File: src/rtl/systolic_pkg.sv
// Shared defaults, FSM encoding and index-width helpers
// for the systolic array feeder.
package systolic_pkg;

  localparam int DW_DEF = 32;
  localparam int N_DEF  = 3;
  localparam int M_DEF  = 3;
  localparam int K_DEF  = 3;

  typedef enum logic [1:0] {
    IDLE,
    FEED,
    FLUSH,
    DONE
  } state_t;

  function automatic int max2(input int a, input int b);
    return (a > b) ? a : b;
  endfunction

  function automatic int idx_w(input int x);
    return (x > 1) ? $clog2(x) : 1;
  endfunction

endpackage

File: src/rtl/feeder_lane.sv
// One skewed lane: registers element (beat - OFF) of its K-entry
// slice while that index is in range, else drives zero.
module feeder_lane
  import systolic_pkg::*;
#(
  parameter int DATA_WIDTH = DW_DEF,
  parameter int K          = K_DEF,
  parameter int OFF        = 0,
  parameter int TW         = 3
) (
  input  logic                  clk,
  input  logic                  rst,
  input  logic                  hold,
  input  logic                  load,
  input  logic [TW-1:0]         beat,
  input  logic [DATA_WIDTH-1:0] elems [K],
  output logic [DATA_WIDTH-1:0] data,
  output logic                  valid
);

  localparam int KW = idx_w(K);

  int            d;
  logic [KW-1:0] k_idx;
  logic          in_rng;

  always_comb begin
    d      = int'(beat) - OFF;
    k_idx  = d[KW-1:0];
    in_rng = load && (d >= 0) && (d < K);
  end

  always_ff @(posedge clk or posedge rst) begin
    if (rst) begin
      data  <= '0;
      valid <= 1'b0;
    end else if (!hold) begin
      valid <= in_rng;
      data  <= in_rng ? elems[k_idx] : '0;
    end
  end

endmodule

File: src/rtl/matrix_skew_feeder.sv
// Buffers an A (NxK) and B (KxM) tile and streams them diagonally
// skewed into a systolic array. Optional stall: FEEDER_STALL_EN.
module matrix_skew_feeder
  import systolic_pkg::*;
#(
  parameter int DATA_WIDTH = DW_DEF,
  parameter int N          = N_DEF,
  parameter int M          = M_DEF,
  parameter int K          = K_DEF
) (
  input  logic                         clk,
  input  logic                         rst,
  input  logic                         wr_en,
  input  logic                         wr_sel,
  input  logic [idx_w(max2(N,K))-1:0]  wr_row,
  input  logic [idx_w(max2(M,K))-1:0]  wr_col,
  input  logic [DATA_WIDTH-1:0]        wr_data,
`ifdef FEEDER_STALL_EN
  input  logic                         stall,
`endif
  input  logic                         start,
  output logic                         busy,
  output logic                         done,
  output logic [N*DATA_WIDTH-1:0]      a_data,
  output logic [N-1:0]                 a_valid,
  output logic [M*DATA_WIDTH-1:0]      b_data,
  output logic [M-1:0]                 b_valid
);

  localparam int T  = K + max2(N, M) - 1;
  // FLUSH plus the DONE cycle together give the N+M-1 drain window
  localparam int FL = N + M - 2;
  localparam int TW = idx_w(T);
  localparam int FW = idx_w((FL > 0) ? FL : 1);

`ifndef FEEDER_STALL_EN
  logic stall;
  assign stall = 1'b0;
`endif

  state_t        state, state_n;
  logic [TW-1:0] t, t_n;
  logic [FW-1:0] f, f_n;
  logic          hold, load;
  logic          wr_a, wr_b;

  logic [DATA_WIDTH-1:0] a_mem  [N][K];
  logic [DATA_WIDTH-1:0] b_mem  [M][K];
  logic [DATA_WIDTH-1:0] a_view [N][K];
  logic [DATA_WIDTH-1:0] b_view [M][K];

  assign busy = (state != IDLE);
  assign done = (state == DONE);

  always_comb begin
    wr_a = wr_en && !wr_sel && (state == IDLE) &&
           (int'(wr_row) < N) && (int'(wr_col) < K);
    wr_b = wr_en && wr_sel && (state == IDLE) &&
           (int'(wr_row) < K) && (int'(wr_col) < M);
  end

  always_ff @(posedge clk) begin
    if (wr_a) a_mem[wr_row][wr_col] <= wr_data;
    if (wr_b) b_mem[wr_col][wr_row] <= wr_data;
  end

  // Lanes load beat 0 on the start edge, so they see a same-cycle write
  always_comb begin
    a_view = a_mem;
    b_view = b_mem;
    if (wr_a) a_view[wr_row][wr_col] = wr_data;
    if (wr_b) b_view[wr_col][wr_row] = wr_data;
  end

  always_ff @(posedge clk or posedge rst) begin
    if (rst) begin
      state <= IDLE;
      t     <= '0;
      f     <= '0;
    end else begin
      state <= state_n;
      t     <= t_n;
      f     <= f_n;
    end
  end

  always_comb begin
    state_n = state;
    t_n     = t;
    f_n     = f;
    hold    = 1'b0;
    unique case (state)
      IDLE: begin
        if (start) begin
          state_n = FEED;
          t_n     = '0;
        end
      end
      FEED: begin
        if (stall) begin
          hold = 1'b1;
        end else if (int'(t) == T - 1) begin
          state_n = (FL > 0) ? FLUSH : DONE;
          t_n     = '0;
          f_n     = '0;
        end else begin
          t_n = t + 1'b1;
        end
      end
      FLUSH: begin
        if (stall) begin
          hold = 1'b1;
        end else if (int'(f) == FL - 1) begin
          state_n = DONE;
          f_n     = '0;
        end else begin
          f_n = f + 1'b1;
        end
      end
      DONE: state_n = IDLE;
    endcase
    load = (state_n == FEED);
  end

  for (genvar i = 0; i < N; i++) begin : g_a
    feeder_lane #(
      .DATA_WIDTH (DATA_WIDTH),
      .K          (K),
      .OFF        (i),
      .TW         (TW)
    ) u_lane (
      .clk   (clk),
      .rst   (rst),
      .hold  (hold),
      .load  (load),
      .beat  (t_n),
      .elems (a_view[i]),
      .data  (a_data[i*DATA_WIDTH +: DATA_WIDTH]),
      .valid (a_valid[i])
    );
  end

  for (genvar j = 0; j < M; j++) begin : g_b
    feeder_lane #(
      .DATA_WIDTH (DATA_WIDTH),
      .K          (K),
      .OFF        (j),
      .TW         (TW)
    ) u_lane (
      .clk   (clk),
      .rst   (rst),
      .hold  (hold),
      .load  (load),
      .beat  (t_n),
      .elems (b_view[j]),
      .data  (b_data[j*DATA_WIDTH +: DATA_WIDTH]),
      .valid (b_valid[j])
    );
  end

endmodule

File: config.mk
export PLATFORM = sky130hd
export DESIGN_NAME = matrix_skew_feeder
export DESIGN_NICKNAME = d
export VERILOG_FILES = /design/src/rtl/systolic_pkg.sv /design/src/rtl/feeder_lane.sv /design/src/rtl/matrix_skew_feeder.sv
export SDC_FILE = /design/constraint.sdc
export NUM_CORES = 2
export LEC_CHECK = 0
export ABC_AREA = 1
export CAP_MARGIN = 20
export CELL_PAD_IN_SITES_DETAIL_PLACEMENT = 0
export CELL_PAD_IN_SITES_GLOBAL_PLACEMENT = 1
export CORE_MARGIN = 2
export CORE_UTILIZATION = 39
export DETAILED_ROUTE_END_ITERATION = 6
export PLACE_DENSITY = 0.72
export SLEW_MARGIN = 0
export SYNTH_ARGS = -nofsm -noshare
export SYNTH_HDL_FRONTEND = slang
export SYNTH_SLANG_ARGS = --single-unit
File: constraint.sdc
create_clock -name clk -period 10.1 [get_ports clk]
set_input_delay 2.525 -clock clk [delete_from_list [all_inputs] [get_ports clk]]
set_output_delay 2.525 -clock clk [all_outputs]
set_load 0.05 [all_outputs]
[Word-level counts from Yosys, hierarchy flattened]
Index checks and enable logic that the tools add are counted.
Operators by class
  bitwise gates (word level): 5
  equal/unequal tests: 7
  reductions and logical operators: 21
  magnitude comparators: 15
  $add $sub $neg: 4
  muxes and demuxes: 46
Operators by type and width (count)
  32-bit two-way mux: 20
  288-bit bitwise mux: 2
  288-bit two-way mux: 2
  32-bit binary-select mux with 2-bit select: 6
  96-bit demux with 2-bit select: 2
  96-bit two-way mux: 2
  32-bit demux with 2-bit select: 2
  32-bit by 1-bit >= comparator with 1-bit output (second input constant): 2
  32-bit by 3-bit < comparator with 1-bit output (second input constant): 2
  1-bit logical AND: 16
  3-bit >= comparator (second input constant): 5
  2-bit inverter with 3-bit output: 5
  2-bit two-way mux: 5
  2-bit case mux with 4 select lines: 1
  2-bit by 1-bit equality test with 1-bit output (second input constant): 3
  3-bit by 1-bit < comparator with 1-bit output (second input constant): 2
  3-bit two-way mux: 2
  3-bit case mux with 2 select lines: 1
  2-bit equality test (second input constant): 2
  2-bit < comparator (second input constant): 2
  2-bit case mux with 2 select lines: 1
  2-bit nonzero test: 2
  3-bit by 1-bit subtractor with 4-bit output (second input constant): 1
  3-bit by 2-bit subtractor with 4-bit output (second input constant): 1
  other kinds (9): 9
Word-level totals
  bits of input ports: 41
  register bits: 778
  output and inout bits: 200
  word-level logic and storage cells: 128

[Longest topological paths before layout]
  depth in word-level cells: 13
  depth in mapped cells: 18
  gate-level depth less buffers: 14

[By module]
From an unflattened synthesis, not the netlist that was laid out.
Unflattened totals
  cells, all modules: 5730
  area total of the unflattened synthesis: 37637.3 sq um
Modules (own cells, without submodules)
  matrix_skew_feeder: area each 24352.1 sq um, seq. area each 11706.2 sq um, times used 1, cells an instance 3592
  feeder_lane (g_a[0].u_lane ...): area each 2255.9 sq um, seq. area each 825.8 sq um, times used 2, cells an instance 382
  feeder_lane (g_a[2].u_lane ...): area each 1983.2 sq um, seq. area each 825.8 sq um, times used 2, cells an instance 294
  feeder_lane (g_a[1].u_lane): area each 2421.1 sq um, seq. area each 825.8 sq um, times used 1, cells an instance 393
  feeder_lane (g_b[1].u_lane): area each 2386.0 sq um, seq. area each 825.8 sq um, times used 1, cells an instance 393

[Worst setup path before layout]
Ideal clock, no wire load.
  path kind: input to register
  start: input port start
  end: register g_a[2].u_lane.data[10]
  path slack: 5.626 ns
  arrival: 4.403 ns
  stages on the path: 11
  required time: 10.029 ns
  path buffers: 4
  setup time: 0.071 ns
  cells stage by stage: nand2_1 -> nand3_1 -> inv_1 -> clkbuf_1 -> clkbuf_1 -> ha_1 -> nor3_1 -> buf_2 -> buf_2 -> nand2_1 -> nor2_1
Between the ends
  word-level cells in the longest chain between the ends: 8
  elaborated cells between the ends (all ways): 15
  those cells by class: 1 x add/sub; 2 x order compare; 1 x eq/ne; 8 x mux; 1 x bitwise; 2 x reduce/logical
RTL lines
  start: declaration: RTL line matrix_skew_feeder.sv:21  | input logic start,
  3-bit two-way mux *: RTL line matrix_skew_feeder.sv:94  | if (start) begin
  3-bit case mux with 2 select lines *: RTL line matrix_skew_feeder.sv:92  | unique case (state)
  net g_a[0].u_lane.beat[1]: RTL line feeder_lane.sv:15  | input logic [TW-1:0] beat,
  3-bit by 2-bit subtractor with 4-bit output *: RTL line feeder_lane.sv:28  | d = int'(beat) - OFF;
  branches (longest 4 deep; another with 32-bit by 1-bit >= comparator with 1-bit output)
  32-bit two-way mux *: RTL line feeder_lane.sv:39  | data <= in_rng ? elems[k_idx] : '0;
  end signal: assignment: RTL line feeder_lane.sv:39
  end: declaration: RTL line feeder_lane.sv:17  | output logic [DATA_WIDTH-1:0] data,
Mark *: on every way through the listed nets, which the timed path passes. The select of a mux whose other input is x is not followed.
A chain may end at the register's enable or synchronous reset.

[Worst setup path in the final report]
  start: input port start
  end: register g_a[2].u_lane.data[5]
Between the ends
  word-level cells in the longest chain between the ends: 8
  elaborated cells between the ends (all ways): 15
  those cells by class: 1 x add/sub; 2 x order compare; 1 x eq/ne; 8 x mux; 1 x bitwise; 2 x reduce/logical
RTL lines (RTL line)
  branches (longest 7 deep; another with 32-bit by 1-bit >= comparator with 1-bit output)
  32-bit two-way mux *: feeder_lane.sv:39
Mark *: on every way between the ends. The select of a mux whose other input is x is not followed.

==> out/metrics.csv <==
stage;metric;value;unit
synth;yosysTopAreaCellShare;0.313;
synth;synthTopCellsByArea;dfxtp_1 (31%), nand2_1 (24%), dfrtp_1 (14%), inv_1 (7.8%), nor2_1 (7.6%);
global_route;grt_pass1_wl;208000;um
timing;slew_violations;0;
drt;dr.first_iter.drc_count;2958;
clocking;h-tree-depth;3;
timing;period_needed;6.03;ns
global_route;grt_antenna_before_repair;2;
power_and_ir_drop;p_leak;0.0238;uW
drt;drc;0;
global_route;grt_overflow_total;0;
drt;via_per_inst;4.77;
clocking;cts_setup_buffers;0;
clocking;cts_buffers;89;
synth;synthDistinctLibCells;23;
run_status;status;finished clean;
layout;areaGrowthSynthToFinish;16.9;%
clocking;cts-root-buf;clkbuf_16;
drt;routedWlPerCell;19.6;um
layout;fillers;9912;
synth;synth_fp_nets;5799;
place;place_hpwl;87200;um
drt;drtAntennaViolNets;0;
setup_path;worstSetupStartpointType;input pin;
power_and_ir_drop;peakVddDrop;0.373;mV
place;dp_cells;6989;
timing;fmax;166;MHz
setup_path;cp_max_fo;71;
layout;instances_no_fill;7158;
floorplanning;num_io_pins;241;
clocking;cts_max_path_buffers;3;
timing;rsz0062_at_grt;false;
setup_path;critPathKind;input pin to flip-flop;
drt;vias;34200;
clocking;cts_resized;0;
layout;layout.nets;5876;
flow_run;maxCapViolCount;0;
floorplanning;num_rows;112;
synth;async_flop_share;0.260;
drt;drt_pass1_iterations;6;
synth;synth_top_flop_cell;dfxtp_1;
timing;fin_setup_tns;0;ns
power_and_ir_drop;p_per_area;349;nW/um^2
global_route;grt_usage;0.283;
synth;seq_area_frac_synth;0.450;
clocking;cts_hold_buffers;0;
synth;syn_avg_cell_area;6.41;sq um
floorplanning;die_h;311;um
floorplanning;dieArea;96900;sq um
setup_path;required;10.71;ns
timing;timing.hold.ws;0.440;ns
global_route;grt_pass1_vias;31400;
setup_path;crit_arrival;6.64;ns
worst_hold_path;worst_hold_path_type;flip-flop to flip-flop;
synth;synth_common_cells;nand2_1 (2332), inv_1 (765), nor2_1 (745), dfxtp_1 (576), nand3_1 (531);
synth;ys_ff_latch;778;
clocking;cts_sinks;778;
synth;synth_top_area_cell;dfxtp_1;
place;post-place-ws;3.32;ns
synth;synth_edf_count;0;
global_route;grt_max_degree;202;
place;portBuffers;240;
synth;syn_inst;5750;
timing;setup_violations;0;
timing;worst_slew_pin_slew;1.31;ns
drt;wl;140000;um
clocking;path_clk_slew;0.06;ns
timing;fin_crit_sh;0.597;
setup_path;crit_path_end_kind;flip-flop;
power_and_ir_drop;finalPower;15000;uW
floorplanning;core_area;93500;sq um
synth;yosysMostFrequentCell;nand2_1;
timing;setup_slack;4.07;ns
timing;skew;0.0309;ns
synth;syn_area;36800;sq um
layout;layout-drive-gt1-share;0.0418;
floorplanning;die_width;311;um
timing;relSlewSlack;0.125;
floorplanning;start_util;0.394;
place;gp_congestion;0.840;
clocking;insertion_delay;0.69;ns
timing;finalHoldViolations;0;
synth;ys_warn_count;0;
clocking;cts_tree;done;
==> metrics by stage <==
step / util / instance area (sq um)
global placement: 0.428 / 40000
global route: 0.461 / 43100
finish: 0.461 / 43100
floorplan: - / 36800
CTS: 0.460 / 43000
detailed placement: 0.429 / 40100
==> sequential cells by signal, summed over array words and instances, names as in the netlist <==
signal            count
b_mem               288
g_b.u_lane.valid      3
a_mem               288
f                     2
t                     3
g_a.u_lane.data      96
state                 2
g_b.u_lane.data      96
==> where the power goes <==
group	total (uW)	switching [uW]	internal, uW
Clock	3310	1400	1920
Combinational	7760	5530	2230
Sequential	3960	225	3740
Total	15000	7150	7890
==> metal layers <==
metal | wire [um] | track usage | up-vias
li1 | - | - | 17100
met1 | 67000 | 0.416 | 15900
met2 | 60000 | 0.428 | 1021
met3 | 8970 | 0.0421 | 188
met4 | 4000 | 0.0834 | 2
met5 | 2 | 0 | -
==> critical path, stage by stage <==
cell and delay (ns):
clkdlybuf4s50_1 0.44, nand2_1 0.16, nand3_4 0.73, inv_4 1.09, ha_1 0.40, nor3_2 0.21
buf_4 0.69, nand2_1 0.14, nor2_1 0.13
==> area by class of cell <==
type | instances | area (sq um) | area share
diodes | 1 | 2.50 | 0.0000581
clock buffers | 138 | 2690 | 0.0625
clock inverters | 29 | 279 | 0.00648
inverters | 781 | 2940 | 0.0683
multi-input cells | 3881 | 16100 | 0.373
flip-flops and latches | 778 | 16600 | 0.385
well taps | 1254 | 1570 | 0.0364
repair buffers | 296 | 2920 | 0.0679
==> layout by cell type (no fill, tap or decap), types with 48 or more instances in the layout <==
master | netlist | routed
and2_1 | 234 | 234
buf_4 | 7 | 48
clkbuf_16 | 0 | 90
clkdlybuf4s50_1 | 0 | 240
dfrtp_1 | 202 | 202
dfxtp_1 | 576 | 576
inv_1 | 765 | 763
nand2_1 | 2332 | 2321
nand3_1 | 531 | 530
nor2_1 | 745 | 741
==> worst paths after layout <==
path                           start                     end  slack [ns]  cells after the start
max                            start   g_a[2].u_lane.data[5]        4.07                      9
min                        a_mem[26]               a_mem[26]        0.44                      2
max reg2reg                 state[0]  g_a[0].u_lane.data[10]        5.53                     11
min reg2reg                a_mem[26]               a_mem[26]        0.44                      2
max in group asynchronous        rst   g_b[2].u_lane.data[4]        6.42                      3
min in group asynchronous        rst  g_a[0].u_lane.data[23]        2.33                      2
==> cell families after synthesis <==
group / synth area share
compound gates: 0.00204
fa+ha+maj: 0.00272
buf+inv: 0.117
flops: 0.450
simple gates: 0.429
Power figures use the tool's default switching activity.
